## src/rtl/hsv_core_pkg.sv

```systemverilog
// Shared types and constants for the core issue/commit path.
package hsv_core_pkg;

    localparam int ORDER_DEPTH_DEFAULT = 4;
    localparam int NUM_EXEC_UNITS      = 4;

    // Values double as the bit index into the per-unit handshake vectors.
    typedef enum logic [1:0] {
        EXEC_ALU         = 2'd0,
        EXEC_MEM         = 2'd1,
        EXEC_BRANCH      = 2'd2,
        EXEC_CTRL_STATUS = 2'd3
    } exec_unit_t;

    typedef struct packed {
        logic [31:0] pc;
        logic [31:0] imm;
    } execute_data_t;

    typedef struct packed {
        logic [31:0] pc;
    } commit_data_t;

endpackage

```

## src/rtl/hsv_core_issue_sched_if.sv

```systemverilog
// Handshake bundle between decode, the execution units, commit and the scheduler.
interface hsv_core_issue_sched_if;
    import hsv_core_pkg::*;

    logic                                 issue_valid;
    logic                                 issue_ready;
    execute_data_t                        issue_data;
    exec_unit_t                           issue_unit;

    execute_data_t                        unit_data;
    logic [NUM_EXEC_UNITS-1:0]            unit_valid;
    logic [NUM_EXEC_UNITS-1:0]            unit_ready;

    logic [NUM_EXEC_UNITS-1:0]            done_valid;
    logic [NUM_EXEC_UNITS-1:0][31:0]      done_pc;
    logic [NUM_EXEC_UNITS-1:0]            done_ready;

    logic                                 commit_valid;
    logic                                 commit_ready;
    commit_data_t                         commit_data;
    exec_unit_t                           commit_unit;

    // Environment side: decode, execution units and commit stage.
    modport master (
        output issue_valid, issue_data, issue_unit, unit_ready,
               done_valid, done_pc, commit_ready,
        input  issue_ready, unit_data, unit_valid, done_ready,
               commit_valid, commit_data, commit_unit
    );

    // Scheduler side.
    modport slave (
        input  issue_valid, issue_data, issue_unit, unit_ready,
               done_valid, done_pc, commit_ready,
        output issue_ready, unit_data, unit_valid, done_ready,
               commit_valid, commit_data, commit_unit
    );

endinterface

```

## src/rtl/hsv_core_order_fifo.sv

```systemverilog
// Program-order FIFO of target units; the head names the unit allowed to retire next.
module hsv_core_order_fifo
    import hsv_core_pkg::*;
#(
    parameter int DEPTH = ORDER_DEPTH_DEFAULT
) (
    input  logic       clk_core,
    input  logic       rst_core,
    input  logic       flush,
    input  logic       push,
    input  exec_unit_t push_unit,
    input  logic       pop,
    output exec_unit_t head,
    output logic       full,
    output logic       empty
);

    localparam int PW = $clog2(DEPTH);
    localparam int CW = PW + 1;

    exec_unit_t      mem [DEPTH];
    logic [PW-1:0]   wr_ptr;
    logic [PW-1:0]   rd_ptr;
    logic [CW-1:0]   count;

    // Pointer and occupancy update; pointers wrap naturally since DEPTH is a power of two.
    always_ff @(posedge clk_core) begin
        if (rst_core || flush) begin
            wr_ptr <= '0;
            rd_ptr <= '0;
            count  <= '0;
        end else begin
            if (push) wr_ptr <= wr_ptr + PW'(1);
            if (pop)  rd_ptr <= rd_ptr + PW'(1);
            case ({push, pop})
                2'b10:   count <= count + CW'(1);
                2'b01:   count <= count - CW'(1);
                default: count <= count;
            endcase
        end
    end

    // Entry storage.
    // NOTE: the storage array has no reset; validity is tracked by count, so stale entries are never observed.
    always_ff @(posedge clk_core) begin
        if (push) mem[wr_ptr] <= push_unit;
    end

    assign head  = mem[rd_ptr];
    assign full  = (count == CW'(DEPTH));
    assign empty = (count == '0);

endmodule

```

## src/rtl/hsv_core_issue_sched.sv

```systemverilog
// Issue scheduler: one-entry dispatch register toward the units and in-order commit gating.
module hsv_core_issue_sched
    import hsv_core_pkg::*;
#(
    parameter int ORDER_DEPTH = ORDER_DEPTH_DEFAULT
) (
    input  logic                  clk_core,
    input  logic                  rst_core,
    input  logic                  flush,
    hsv_core_issue_sched_if.slave bus
);

    logic          hold_valid;
    execute_data_t hold_data;
    exec_unit_t    hold_unit;

    logic          dispatch_fire;
    logic          issue_fire;
    logic          commit_fire;
    logic          fifo_full;
    logic          fifo_empty;
    exec_unit_t    head_unit;

    // Issue readiness depends only on registered state plus the unit accepting the held entry,
    // so commit_ready/done_valid never reach issue_ready combinationally.
    assign dispatch_fire   = hold_valid && bus.unit_ready[hold_unit];
    assign bus.issue_ready = !rst_core && !flush && (!hold_valid || dispatch_fire) && !fifo_full;
    assign issue_fire      = bus.issue_valid && bus.issue_ready;
    assign commit_fire     = bus.commit_valid && bus.commit_ready;
    assign bus.unit_data   = hold_data;

    // Hold-register occupancy: load on accept, free on dispatch, clear on reset or flush.
    // NOTE: sequential state uses non-blocking assignments so every flop samples pre-edge values.
    always_ff @(posedge clk_core) begin
        if (rst_core || flush) begin
            hold_valid <= 1'b0;
        end else if (issue_fire) begin
            hold_valid <= 1'b1;
        end else if (dispatch_fire) begin
            hold_valid <= 1'b0;
        end
    end

    // Held payload only changes on accept, keeping it stable while the target unit stalls.
    always_ff @(posedge clk_core) begin
        if (issue_fire) begin
            hold_data <= bus.issue_data;
            hold_unit <= bus.issue_unit;
        end
    end

    // Per-unit dispatch request and in-order commit handshakes.
    // NOTE: every output gets a default first so no path through this block infers a latch.
    always_comb begin
        bus.unit_valid   = '0;
        bus.done_ready   = '0;
        bus.commit_valid = 1'b0;
        bus.commit_data  = '0;
        bus.commit_unit  = head_unit;

        if (!rst_core && hold_valid) begin
            bus.unit_valid[hold_unit] = 1'b1;
        end

        bus.commit_data.pc = bus.done_pc[head_unit];
        if (!rst_core && !flush && !fifo_empty) begin
            bus.commit_valid          = bus.done_valid[head_unit];
            bus.done_ready[head_unit] = bus.commit_ready;
        end
    end

    hsv_core_order_fifo #(
        .DEPTH (ORDER_DEPTH)
    ) u_order_fifo (
        .clk_core  (clk_core),
        .rst_core  (rst_core),
        .flush     (flush),
        .push      (issue_fire),
        .push_unit (bus.issue_unit),
        .pop       (commit_fire),
        .head      (head_unit),
        .full      (fifo_full),
        .empty     (fifo_empty)
    );

endmodule

```

## src/flat_wrapper.sv

```systemverilog
// flat-port wrapper written by rule: the top's interface ports become plain ports
module hsv_core_issue_sched_flat import hsv_core_pkg::*;
#(
    parameter int ORDER_DEPTH = ORDER_DEPTH_DEFAULT
)
  (clk_core, rst_core, flush, bus_issue_valid, bus_issue_data, bus_issue_unit, bus_unit_ready, bus_done_valid, bus_done_pc, bus_commit_ready, bus_issue_ready, bus_unit_data, bus_unit_valid, bus_done_ready, bus_commit_valid, bus_commit_data, bus_commit_unit);
  hsv_core_issue_sched_if bus_i ();
  input  logic clk_core;
  input  logic rst_core;
  input  logic flush;
  input wire logic [$bits(bus_i.issue_valid)-1:0] bus_issue_valid;
  input wire logic [$bits(bus_i.issue_data)-1:0] bus_issue_data;
  input wire logic [$bits(bus_i.issue_unit)-1:0] bus_issue_unit;
  input wire logic [$bits(bus_i.unit_ready)-1:0] bus_unit_ready;
  input wire logic [$bits(bus_i.done_valid)-1:0] bus_done_valid;
  input wire logic [$bits(bus_i.done_pc)-1:0] bus_done_pc;
  input wire logic [$bits(bus_i.commit_ready)-1:0] bus_commit_ready;
  output wire logic [$bits(bus_i.issue_ready)-1:0] bus_issue_ready;
  output wire logic [$bits(bus_i.unit_data)-1:0] bus_unit_data;
  output wire logic [$bits(bus_i.unit_valid)-1:0] bus_unit_valid;
  output wire logic [$bits(bus_i.done_ready)-1:0] bus_done_ready;
  output wire logic [$bits(bus_i.commit_valid)-1:0] bus_commit_valid;
  output wire logic [$bits(bus_i.commit_data)-1:0] bus_commit_data;
  output wire logic [$bits(bus_i.commit_unit)-1:0] bus_commit_unit;
  assign bus_i.issue_valid = bus_issue_valid;
  assign bus_i.issue_data = bus_issue_data;
  assign bus_i.issue_unit = bus_issue_unit;
  assign bus_i.unit_ready = bus_unit_ready;
  assign bus_i.done_valid = bus_done_valid;
  assign bus_i.done_pc = bus_done_pc;
  assign bus_i.commit_ready = bus_commit_ready;
  assign bus_issue_ready = bus_i.issue_ready;
  assign bus_unit_data = bus_i.unit_data;
  assign bus_unit_valid = bus_i.unit_valid;
  assign bus_done_ready = bus_i.done_ready;
  assign bus_commit_valid = bus_i.commit_valid;
  assign bus_commit_data = bus_i.commit_data;
  assign bus_commit_unit = bus_i.commit_unit;
  hsv_core_issue_sched #(.ORDER_DEPTH(ORDER_DEPTH)) u_core (.clk_core(clk_core), .rst_core(rst_core), .flush(flush), .bus(bus_i));
endmodule
```

## config.mk

```make
export PLATFORM = sky130hd
export DESIGN_NAME = hsv_core_issue_sched_flat
export DESIGN_NICKNAME = d
export VERILOG_FILES = /design/src/rtl/hsv_core_pkg.sv /design/src/rtl/hsv_core_issue_sched_if.sv /design/src/rtl/hsv_core_order_fifo.sv /design/src/rtl/hsv_core_issue_sched.sv /design/src/flat_wrapper.sv
export SDC_FILE = /design/constraint.sdc
export NUM_CORES = 1
export LEC_CHECK = 0
export BUFFER_PORTS_ARGS = -buffer_cell sky130_fd_sc_hd__buf_2
export CORE_AREA = 2 2 122 124
export CTS_CLUSTER_SIZE = 8
export DETAILED_ROUTE_END_ITERATION = 8
export DIE_AREA = 0 0 124 126
export PLACE_DENSITY = 0.59
export SYNTH_ARGS = -nofsm -noshare
export SYNTH_HDL_FRONTEND = slang
export SYNTH_SLANG_ARGS = --single-unit
```

## constraint.sdc

```tcl
create_clock -name clk_core -period 5 [get_ports clk_core]
set_input_delay 0.25 -clock clk_core [delete_from_list [all_inputs] [get_ports clk_core]]
set_output_delay 0.25 -clock clk_core [all_outputs]
set_load 0.01 [all_outputs]
```

==> results of run 1 <==
## cell type report
class / count / area, µm²
Antenna cell: 4 / 10.0
Clock buffer: 10 / 229
Clock inverter: 6 / 50.0
Fill cell: 1377 / 8590
Inverter: 8 / 30.0
Multi-Input combinational cell: 91 / 1180
Sequential cell: 84 / 2420
Tap cell: 184 / 230
Timing Repair Buffer: 314 / 1570
## worst min path at each step
stage / startpoint / to / slack [ns] / cells past startpoint
after detailed placement: bus_issue_data[8] / u_core.bus.unit_data[8] / 0.43 / 1
after floorplan: bus_issue_data[0] / u_core.bus.unit_data[0] / 0.35 / 0
after global placement: bus_issue_data[46] / u_core.bus.unit_data[46] / 0.43 / 1
final: bus_issue_data[8] / u_core.bus.unit_data[8] / 0.09 / 1
after global routing: bus_issue_data[8] / u_core.bus.unit_data[8] / 0.07 / 1
after CTS: bus_issue_data[8] / u_core.bus.unit_data[8] / 0.08 / 1
## kinds of logic (layout without fill, tap and decap cells)
| logic type | count (synthesis) | after routing | synth area share |
|---|---|---|---|
| compound gates | 8 | 8 | 0.0160 |
| xor+xnor | 4 | 4 | 0.00953 |
| fa+ha+maj | 6 | 6 | 0.0224 |
| buf+inv | 17 | 338 | 0.0204 |
| flops | 84 | 84 | 0.659 |
| mux | 39 | 39 | 0.222 |
| other cells | 0 | 4 | 0 |
| simple gates | 34 | 34 | 0.0510 |
## power groups by stage
stage	sequential [mW]	clock (mW)	combinational, mW
after global placement	0.803	0	0.203
final	0.788	0.612	0.203
after CTS	0.788	0.628	0.207
after floorplan	0.812	0	0.0709
after detailed placement	0.803	0	0.207
after global routing	0.790	0.657	0.222
## cell usage after synthesis (all sizes together) (2+ instances only)
| library cell | n |
|---|---|
| a21oi | 3 |
| and3 | 4 |
| buf | 4 |
| clkbuf | 5 |
| dfxtp | 10 |
| edfxtp | 74 |
| ha | 5 |
| inv | 8 |
| mux2i | 4 |
| mux4 | 34 |
| nand2 | 3 |
| nor2 | 15 |
| nor4b | 2 |
| xnor2 | 2 |
| xor2 | 2 |
## sequential cells by signal (all words and copies together) (netlist names), named ones only
signal	flops
u_core.bus.unit_data	64
u_core.hold_unit	2
u_core.hold_valid	1
u_core.u_order_fifo.count	3
u_core.u_order_fifo.mem	8
u_core.u_order_fifo.rd_ptr	2
u_core.u_order_fifo.wr_ptr	2
## per-layer routing
metal | routed length (µm) | up-vias
li1 | - | 1418
met1 | 3720 | 1451
met2 | 6450 | 207
met3 | 1560 | 11
met4 | 207 | 0
met5 | 0 | -
## placed cells by master, fill, tap and decap left out, drive strengths merged, types with 3 or more instances in the layout
master / n
a21oi: 3
diode: 4
clkbuf: 10
buf: 314
clkinv: 3
mux4: 34
mux2i: 4
edfxtp: 74
nor2: 15
nand2: 3
inv: 9
and3: 4
ha: 5
dfxtp: 10
## worst max-delay path: stages, from the launching register on
cell and delay [ns]:
dfxtp_1 0.39, mux4_2 0.89, or4b_4 0.64, o22ai_2 0.22
ha_1 0.23, inv_1 0.06, fa_1 0.37, xor2_1 0.16
or3_1 0.31, a21oi_1 0.13
## through the flow
stage               utilization  instances  power, mW
detailed placement        0.380        681       1.01
floorplan                     -        192      0.883
finish                    0.400        701       1.60
CTS                       0.399        697       1.62
global route              0.400        701       1.67
global placement          0.380        681       1.01
==> impl_metrics.csv, run 1 <==
group,metric,value,unit
status,status,"finished clean",
placed_design,placed_cell_area,5440,µm²
die,die-area,15600,µm²
setup_path,reg2regPathDepth,9,
timing,setup_tns,0,ns
route,viasPerCell,4.40,
setup_path,critPathArrivalTime,3.74,ns
logic_synthesis,syn_area_per_cell,19.2,µm²
logic_synthesis,synthArstFlopShare,0,
timing,fin_crit_sh,0.696,
clock_network,cts_max_path_buffers,2,
clock_network,h-tree-depth,3,
final_layout,final_area,5730,µm²
timing,hold_ws,0.0913,ns
final_layout,areaGrowthSynthToFinish,55.7,%
power,switching_share,0.227,
timing,clock.fmax,0.288,GHz
clock_network,clkTransAtPathRegs,0.07,ns
route,vias,3087,
timing,layout_setup_ws,1.52,ns
route,drt_iter0_drc,75,
clock_network,insertion_delay,0.33,ns
setup_path,path_max_fanout,37,
logic_synthesis,synthFlopType,"edfxtp_1",
route,drtAntennaViolNets,0,
route,wl_per_cell,17.0,µm
timing,setup_viol,0,
logic_synthesis,synthTopCellsByArea,"edfxtp_1, mux4_2, dfxtp_1, ha_1, nor2_1",
die,pin_count,315,
global_route,grt_max_degree,72,
job,maxCapViolations,0,
clock_network,post_cts_resized,0,
setup_path,crit_type,"flip-flop to flip-flop",
clock_network,ctsHoldBuffers,0,
worst_hold_path,hold_path_class,"input pin to flip-flop",
power,seqPwrFrac,0.492,
logic_synthesis,synthesis.area,3680,µm²
power,power.density,280,nW/µm²
timing,post-route-min-period,3.48,ns
die,initial_core_util,0.257,
placed_design,hpwl,10000,µm
global_route,use_met2,0.286,
power,internal_power,1.24,mW
logic_synthesis,synth_cell_types,34,
timing,drv_slew,0,
power,ir_worst_vdd,0.226,mV
final_layout,drive_gt1_frac,0.721,
placed_design,dp_slack,1.52,ns
die,die_w,124,µm
final_layout,layout.nets,721,
timing,worstMarginPinSlew,1.06,ns
clock_network,tritoncts.num_buffers,9,
die,coreArea,14300,µm²
clock_network,clock-root-buffer,"clkbuf_16",
global_route,grt_first_pass_wirelength,17000,µm
setup_path,rrSetupSlack,1.52,ns
logic_synthesis,netlist_instances,192,
timing,hold_viol,0,
placed_design,portBuffers,314,
power,switching_power,0.364,mW
logic_synthesis,ys_ff_latch,84,
power,leakagePower,2.53,nW
setup_path,worstPathRequired,5.26,ns
route,routed_wl,11900,µm
setup_path,critPathCaptureType,"flip-flop",
power,combPwrFrac,0.127,
global_route,grt_most_used_layer,"met2",
global_route,grt_usage,0.146,
clock_network,clkSinkCount,84,
timing,worst_slew_margin_rel,0.294,
route,drcViolationCount,0,
timing,skew,0.00695,ns
die,fp-row-count,44,
clock_network,cts_tree,"done",
power,p_clk_frac,0.382,
logic_synthesis,synth_edf_count,74,
clock_network,postCtsSetupRepairBufs,0,
global_route,grt_pass1_vias,3420,
setup_path,crit_path_end,"u_core.u_order_fifo.count[2]",
logic_synthesis,synth_seq_area_share,0.659,
setup_path,reg2reg_to,"u_core.u_order_fifo.count[2]",
die,die_h,126,µm
global_route,gr-usage-met1,0.131,
logic_synthesis,syn-num-nets,405,
global_route,grtUsageMet3,0.0602,
logic_synthesis,yosys_warnings,0,
global_route,antenna_found_initial,4,
route,drt_pass1_iterations,4,
logic_synthesis,yosys.area.top_type,"edfxtp_1",
setup_path,worstSetupStartpointType,"flip-flop",
timing,rsz0062_at_grt,"false",
global_route,overflow,0,
placed_design,gp_congestion,0.793,
logic_synthesis,netlist.area_leader.share,0.604,
(Power assumes the default switching activity.)
==> inputs of run 2 (changes only) <==
--- a/config.mk
+++ b/config.mk
@@ -10,7 +10,7 @@
 export CTS_CLUSTER_SIZE = 8
 export DETAILED_ROUTE_END_ITERATION = 8
 export DIE_AREA = 0 0 124 126
-export PLACE_DENSITY = 0.59
+export PLACE_DENSITY = 0.61
 export SYNTH_ARGS = -nofsm -noshare
 export SYNTH_HDL_FRONTEND = slang
 export SYNTH_SLANG_ARGS = --single-unit
==> constraint.sdc (replaced) <==
create_clock -name clk_core -period 2.8 [get_ports clk_core]
set_input_delay 0.14 -clock clk_core [delete_from_list [all_inputs] [get_ports clk_core]]
set_output_delay 0.14 -clock clk_core [all_outputs]
set_load 0.01 [all_outputs]
==> run 2 against run 1 <==
Compared with the run above:
- the flow now finishes with violations (setup timing)
- flip-flop and latch count did not move
- clock power rose by 110%
- die area did not move
- critical path depth did not move
- cell area rose by 14%
- first-iteration DRC count rose by 69%
- highest routed layer is now met5
- critical endpoint unchanged
- largest cell class unchanged
- utilization rose by 5.4 points
- combinational power rose by 120%
==> impl_metrics.csv, run 2 (synthesis results as in run 1) <==
group,metric,value,unit
final_layout,drive_gt1_frac,0.660,
power,leakagePower,2.86,nW
worst_hold_path,hold_path_class,"input pin to flip-flop",
setup_path,crit_type,"flip-flop to flip-flop",
timing,layout_setup_ws,-0.0796,ns
clock_network,clock-root-buffer,"clkbuf_16",
final_layout,largest_reg_flops,64,
setup_path,crit_path_end,"u_core.u_order_fifo.count[2]",
power,seqPwrFrac,0.452,
timing,setup_tns,-0.0796,ns
timing,rsz0062_at_grt,"true",
setup_path,path_max_fanout,2,
power,total_power,3.12,mW
placed_design,portBuffers,314,
clock_network,cts_max_path_buffers,2,
global_route,antenna_found_initial,2,
route,drtAntennaViolNets,0,
timing,worst_slew_margin_rel,0.403,
global_route,grt_usage,0.163,
setup_path,crit_start,"u_core.u_order_fifo.mem[3][1]",
route,drcViolationCount,0,
timing,drv_slew,0,
job,maxCapViolations,0,
global_route,grt_max_degree,71,
route,drt_iter0_drc,127,
timing,hold_ws,0.0370,ns
timing,post-route-min-period,2.88,ns
global_route,grt_first_pass_wirelength,18900,µm
route,routed_wl,13300,µm
power,internal_power,2.45,mW
setup_path,reg2regPathDepth,9,
clock_network,cts_tree,"done",
power,switching_power,0.667,mW
power,power.density,480,nW/µm²
status,status,"finished, violations left",
global_route,grt_pass1_vias,3764,
setup_path,worstPathRequired,3.07,ns
clock_network,clkTransAtPathRegs,0.07,ns
clock_network,tritoncts.num_buffers,9,
power,p_clk_frac,0.408,
timing,skew,0.00709,ns
timing,clock.fmax,0.347,GHz
final_layout,mostFrequentLayoutCells,"buf_2, edfxtp_1, dlygate4sd3_1",
final_layout,final_common_cell,"buf_2",
die,die_w,124,µm
timing,worstMarginPinSlew,0.895,ns
timing,hold_viol,0,
clock_network,clkSinkCount,84,
power,combPwrFrac,0.140,
timing,setup_viol,1,
global_route,overflow,0,
final_layout,utilization,0.454,
placed_design,hpwl,10300,µm
die,die_h,126,µm
setup_path,worstSetupStartpointType,"flip-flop",
setup_path,reg2reg_to,"u_core.u_order_fifo.count[2]",
final_layout,areaGrowthSynthToFinish,76.7,%
setup_path,rrSetupSlack,-0.08,ns
die,pin_count,315,
die,initial_core_util,0.257,
final_layout,layout.nets,793,
placed_design,gp_congestion,0.839,
route,vias,3439,
die,fp-row-count,44,
setup_path,critPathCaptureType,"flip-flop",
setup_path,critPathArrivalTime,3.15,ns
power,ir_worst_vdd,0.439,mV
clock_network,h-tree-depth,3,
clock_network,insertion_delay,0.33,ns
route,viasPerCell,4.47,
timing,fin_crit_sh,1.03,
placed_design,dp_slack,-0.0863,ns
status,violations,"setup timing",
die,coreArea,14300,µm²
die,die-area,15600,µm²
power,switching_share,0.214,
setup_path,reg2reg_from,"u_core.u_order_fifo.mem[3][1]",
route,drt_pass1_iterations,4,
route,wl_per_cell,17.3,µm
## run 2: worst min-delay path by stage
stage                  startpoint                  endpoint  cells after the start
3_3_place_gp   bus_issue_data[23]  u_core.bus.unit_data[23]                      1
2_1_floorplan   bus_issue_data[0]   u_core.bus.unit_data[0]                      0
5_1_grt        bus_issue_data[50]  u_core.bus.unit_data[50]                      1
6_report       bus_issue_data[50]  u_core.bus.unit_data[50]                      1
4_1_cts        bus_issue_data[50]  u_core.bus.unit_data[50]                      1
3_5_place_dp   bus_issue_data[39]  u_core.bus.unit_data[39]                      1
## run 2: worst max-delay path, stage by stage (launching register included)
cell      delay [ns]
edfxtp_1        0.36
mux4_2          0.48
or4b_4          0.58
o22ai_4         0.23
ha_4            0.17
inv_2           0.04
fa_2            0.35
xor2_1          0.16
or3_1           0.34
a21oi_2         0.12
## run 2: final cells by class
type                       instances  area, µm²
clock inverter                     7       98.8
antenna                            1       2.50
fill                            1299       7810
inverter                           8       30.0
multi-input combinational         91       1220
tap                              184        230
clock buffer                       9        225
sequential                        84       2420
timing repair buffer             386       2270
## run 2: power by group through the flow
stage	clock network [mW]	logic, mW	registers, mW
floorplan	0	0.132	1.45
global placement	0	0.362	1.43
detailed placement	0	0.368	1.44
CTS	1.29	0.435	1.41
global route	1.34	0.474	1.41
finish	1.27	0.438	1.41
## run 2: per-layer routing
metal	wire, µm	track usage
met1	4180	0.148
met2	7290	0.318
met3	1440	0.0580
met4	358	0.0701
met5	13	0
## run 2: repair_timing
item                                   4_1_cts  5_1_grt
setup endpoints to repair                    1        2
resized for setup                            0        2
pin swaps                                    3        3
hold buffers                                63        0
endpoints found under the hold margin       63        0
setup buffers                                1        1
## run 2: through the flow
step                      cells  instance area, µm²
after floorplan             192                3730
after global placement      688                5520
after detailed placement    688                5520
after CTS                   768                6480
after global routing        770                6500
final                       770                6500
==> inputs of run 3 (changes only) <==
==> constraint.sdc (replaced) <==
create_clock -name clk_core -period 2.8 [get_ports clk_core]
set_input_delay 0.14 -clock clk_core [delete_from_list [all_inputs] [get_ports clk_core]]
set_output_delay 0.14 -clock clk_core [all_outputs]
set_load 0.02 [all_outputs]
==> run 3 against run 2 <==
Compared with the run above:
- the run still ends with setup timing left
- die area unchanged
- wire length up 4.0%
- clock-buffer cell count up 1
- total power down 1.7%
- register-to-register slack about the same
- combinational power up 13%
- cell area down 0.17%
==> impl_metrics.csv, run 3 (synthesis results as in run 1) <==
group,metric,value,unit
status,status,"finished, violations left",
status,violations,"setup timing",
final_layout,layout.cells.non_filler,772,
timing,hold_ws,0.0604,ns
setup_path,crit_chain,"mux4_2 -> or4b_4 -> o22ai_4 -> ha_4 -> inv_2 -> fa_2 -> xor2_1 -> or3_1 -> a21oi_2",
setup_path,worstPathRequired,3.06,ns
global_route,antenna_found_initial,3,
clock_network,cts_tree,"done",
timing,clock.fmax,0.348,GHz
clock_network,clkSinkCount,84,
setup_path,reg2reg_to,"u_core.u_order_fifo.count[2]",
route,viasPerCell,4.43,
clock_network,insertion_delay,0.33,ns
power,combPwrFrac,0.162,
power,power.density,472,nW/µm²
final_layout,layout.nets,795,
die,die_h,126,µm
power,seqPwrFrac,0.460,
die,die_w,124,µm
die,initial_core_util,0.257,
setup_path,critPathArrivalTime,3.14,ns
setup_path,crit_type,"flip-flop to flip-flop",
global_route,grt_pass1_vias,3737,
worst_hold_path,min-delay-start,"bus_issue_unit[1]",
placed_design,gp_congestion,0.829,
clock_network,tritoncts.num_buffers,9,
power,p_clk_frac,0.379,
global_route,overflow,0,
global_route,grt_max_degree,71,
route,drt_pass1_iterations,4,
global_route,grt_usage,0.169,
die,coreArea,14300,µm²
placed_design,portBuffers,314,
power,ir_worst_vdd,0.477,mV
setup_path,reg2regPathDepth,9,
route,routed_wl,13800,µm
worst_hold_path,hold_path_class,"input pin to flip-flop",
power,internal_power,2.36,mW
die,fp-row-count,44,
clock_network,h-tree-depth,3,
setup_path,cpPeakStageDelay,0.56,ns
timing,rsz0062_at_grt,"true",
timing,worstMarginPinSlew,0.885,ns
placed_design,placed_cells,690,
final_layout,areaGrowthSynthToFinish,76.4,%
power,switching_share,0.230,
setup_path,slowest_stage,"or4b_4",
setup_path,path_max_fanout,2,
timing,skew,0.00676,ns
clock_network,cts_max_path_buffers,2,
final_layout,drive_gt1_frac,0.658,
timing,post-route-min-period,2.88,ns
setup_path,cp_top_family,"simple AND/OR/NAND/NOR gates",
timing,worst_slew_margin_rel,0.410,
final_layout,largest_reg_flops,64,
die,pin_count,315,
route,drcViolationCount,0,
route,vias,3421,
die,die-area,15600,µm²
placed_design,hpwl,10500,µm
power,leakagePower,2.86,nW
clock_network,clock-root-buffer,"clkbuf_16",
clock_network,clkTransAtPathRegs,0.06,ns
worst_hold_path,min_to,"u_core.hold_unit[1]",
timing,layout_setup_ws,-0.0771,ns
setup_path,critPathCaptureType,"flip-flop",
timing,hold_viol,0,
final_layout,final_common_cell,"buf_2",
global_route,grt_first_pass_wirelength,19300,µm
worst_hold_path,min_path_cells,1,
final_layout,mostFrequentLayoutCells,"buf_2, edfxtp_1, dlygate4sd3_1",
setup_path,path_buf_inv,1,
route,drtAntennaViolNets,0,
route,drt_iter0_drc,121,
route,wl_per_cell,17.9,µm
power,switching_power,0.705,mW
timing,drv_slew,0,
job,maxCapViolations,0,
timing,setup_viol,1,
timing,fin_crit_sh,1.03,
setup_path,worstSetupStartpointType,"flip-flop",
setup_path,rrSetupSlack,-0.08,ns
run 3: timing repair:
action                     4_1_cts  5_1_grt
resized for setup                1        2
hold buffers                    64        0
pin swaps                        3        0
setup endpoints to repair        1        2
hold endpoints to repair        64        0
setup buffers                    1        0
run 3: per-layer routing:
layer | up-vias | routed length (µm) | global-route usage
met5 | - | 0 | 0
met4 | 0 | 132 | 0.0449
met3 | 11 | 1380 | 0.0521
met2 | 213 | 7770 | 0.338
met1 | 1633 | 4550 | 0.163
li1 | 1564 | - | -
run 3: power by group through the flow:
| stage | sequential (mW) | combinational [mW] | clock (mW) |
|---|---|---|---|
| 2_1_floorplan | 1.47 | 0.164 | 0 |
| 6_report | 1.41 | 0.495 | 1.16 |
| 5_1_grt | 1.41 | 0.531 | 1.23 |
| 4_1_cts | 1.41 | 0.493 | 1.19 |
| 3_3_place_gp | 1.43 | 0.417 | 0 |
| 3_5_place_dp | 1.43 | 0.425 | 0 |
run 3: through the flow:
| stage | cell area, µm² | total power [mW] | utilization | TNS (ns) | worst slack [ns] |
|---|---|---|---|---|---|
| 2_1_floorplan | 3730 | 1.63 | - | -0.108 | -0.108 |
| 3_3_place_gp | 5540 | 1.85 | 0.387 | 0 | 0.0237 |
| 3_5_place_dp | 5540 | 1.86 | 0.387 | -0.0907 | -0.0907 |
| 4_1_cts | 6480 | 3.09 | 0.453 | -0.0596 | -0.0596 |
| 5_1_grt | 6490 | 3.18 | 0.453 | -0.144 | -0.144 |
| 6_report | 6490 | 3.06 | 0.453 | -0.0771 | -0.0771 |
run 3: final cells by class:
type	instances	area [µm²]
multi-input combinational	91	1220
tap	184	230
clock buffer	10	229
inverter	8	30.0
sequential	84	2420
fill	1311	7830
clock inverter	6	63.8
timing repair buffer	388	2290
antenna	1	2.50
run 3: how the worst max path moves through the flow:
stage | from | end | slack [ns] | depth (start not counted)
after floorplan | flip-flop | u_core.u_order_fifo.count[2] | -0.11 | 10
after global placement | flip-flop | u_core.u_order_fifo.count[2] | 0.02 | 9
after detailed placement | flip-flop | u_core.u_order_fifo.count[2] | -0.09 | 9
after CTS | flip-flop | u_core.u_order_fifo.count[2] | -0.06 | 9
after global routing | flip-flop | u_core.u_order_fifo.count[2] | -0.14 | 9
final | flip-flop | u_core.u_order_fifo.count[2] | -0.08 | 9
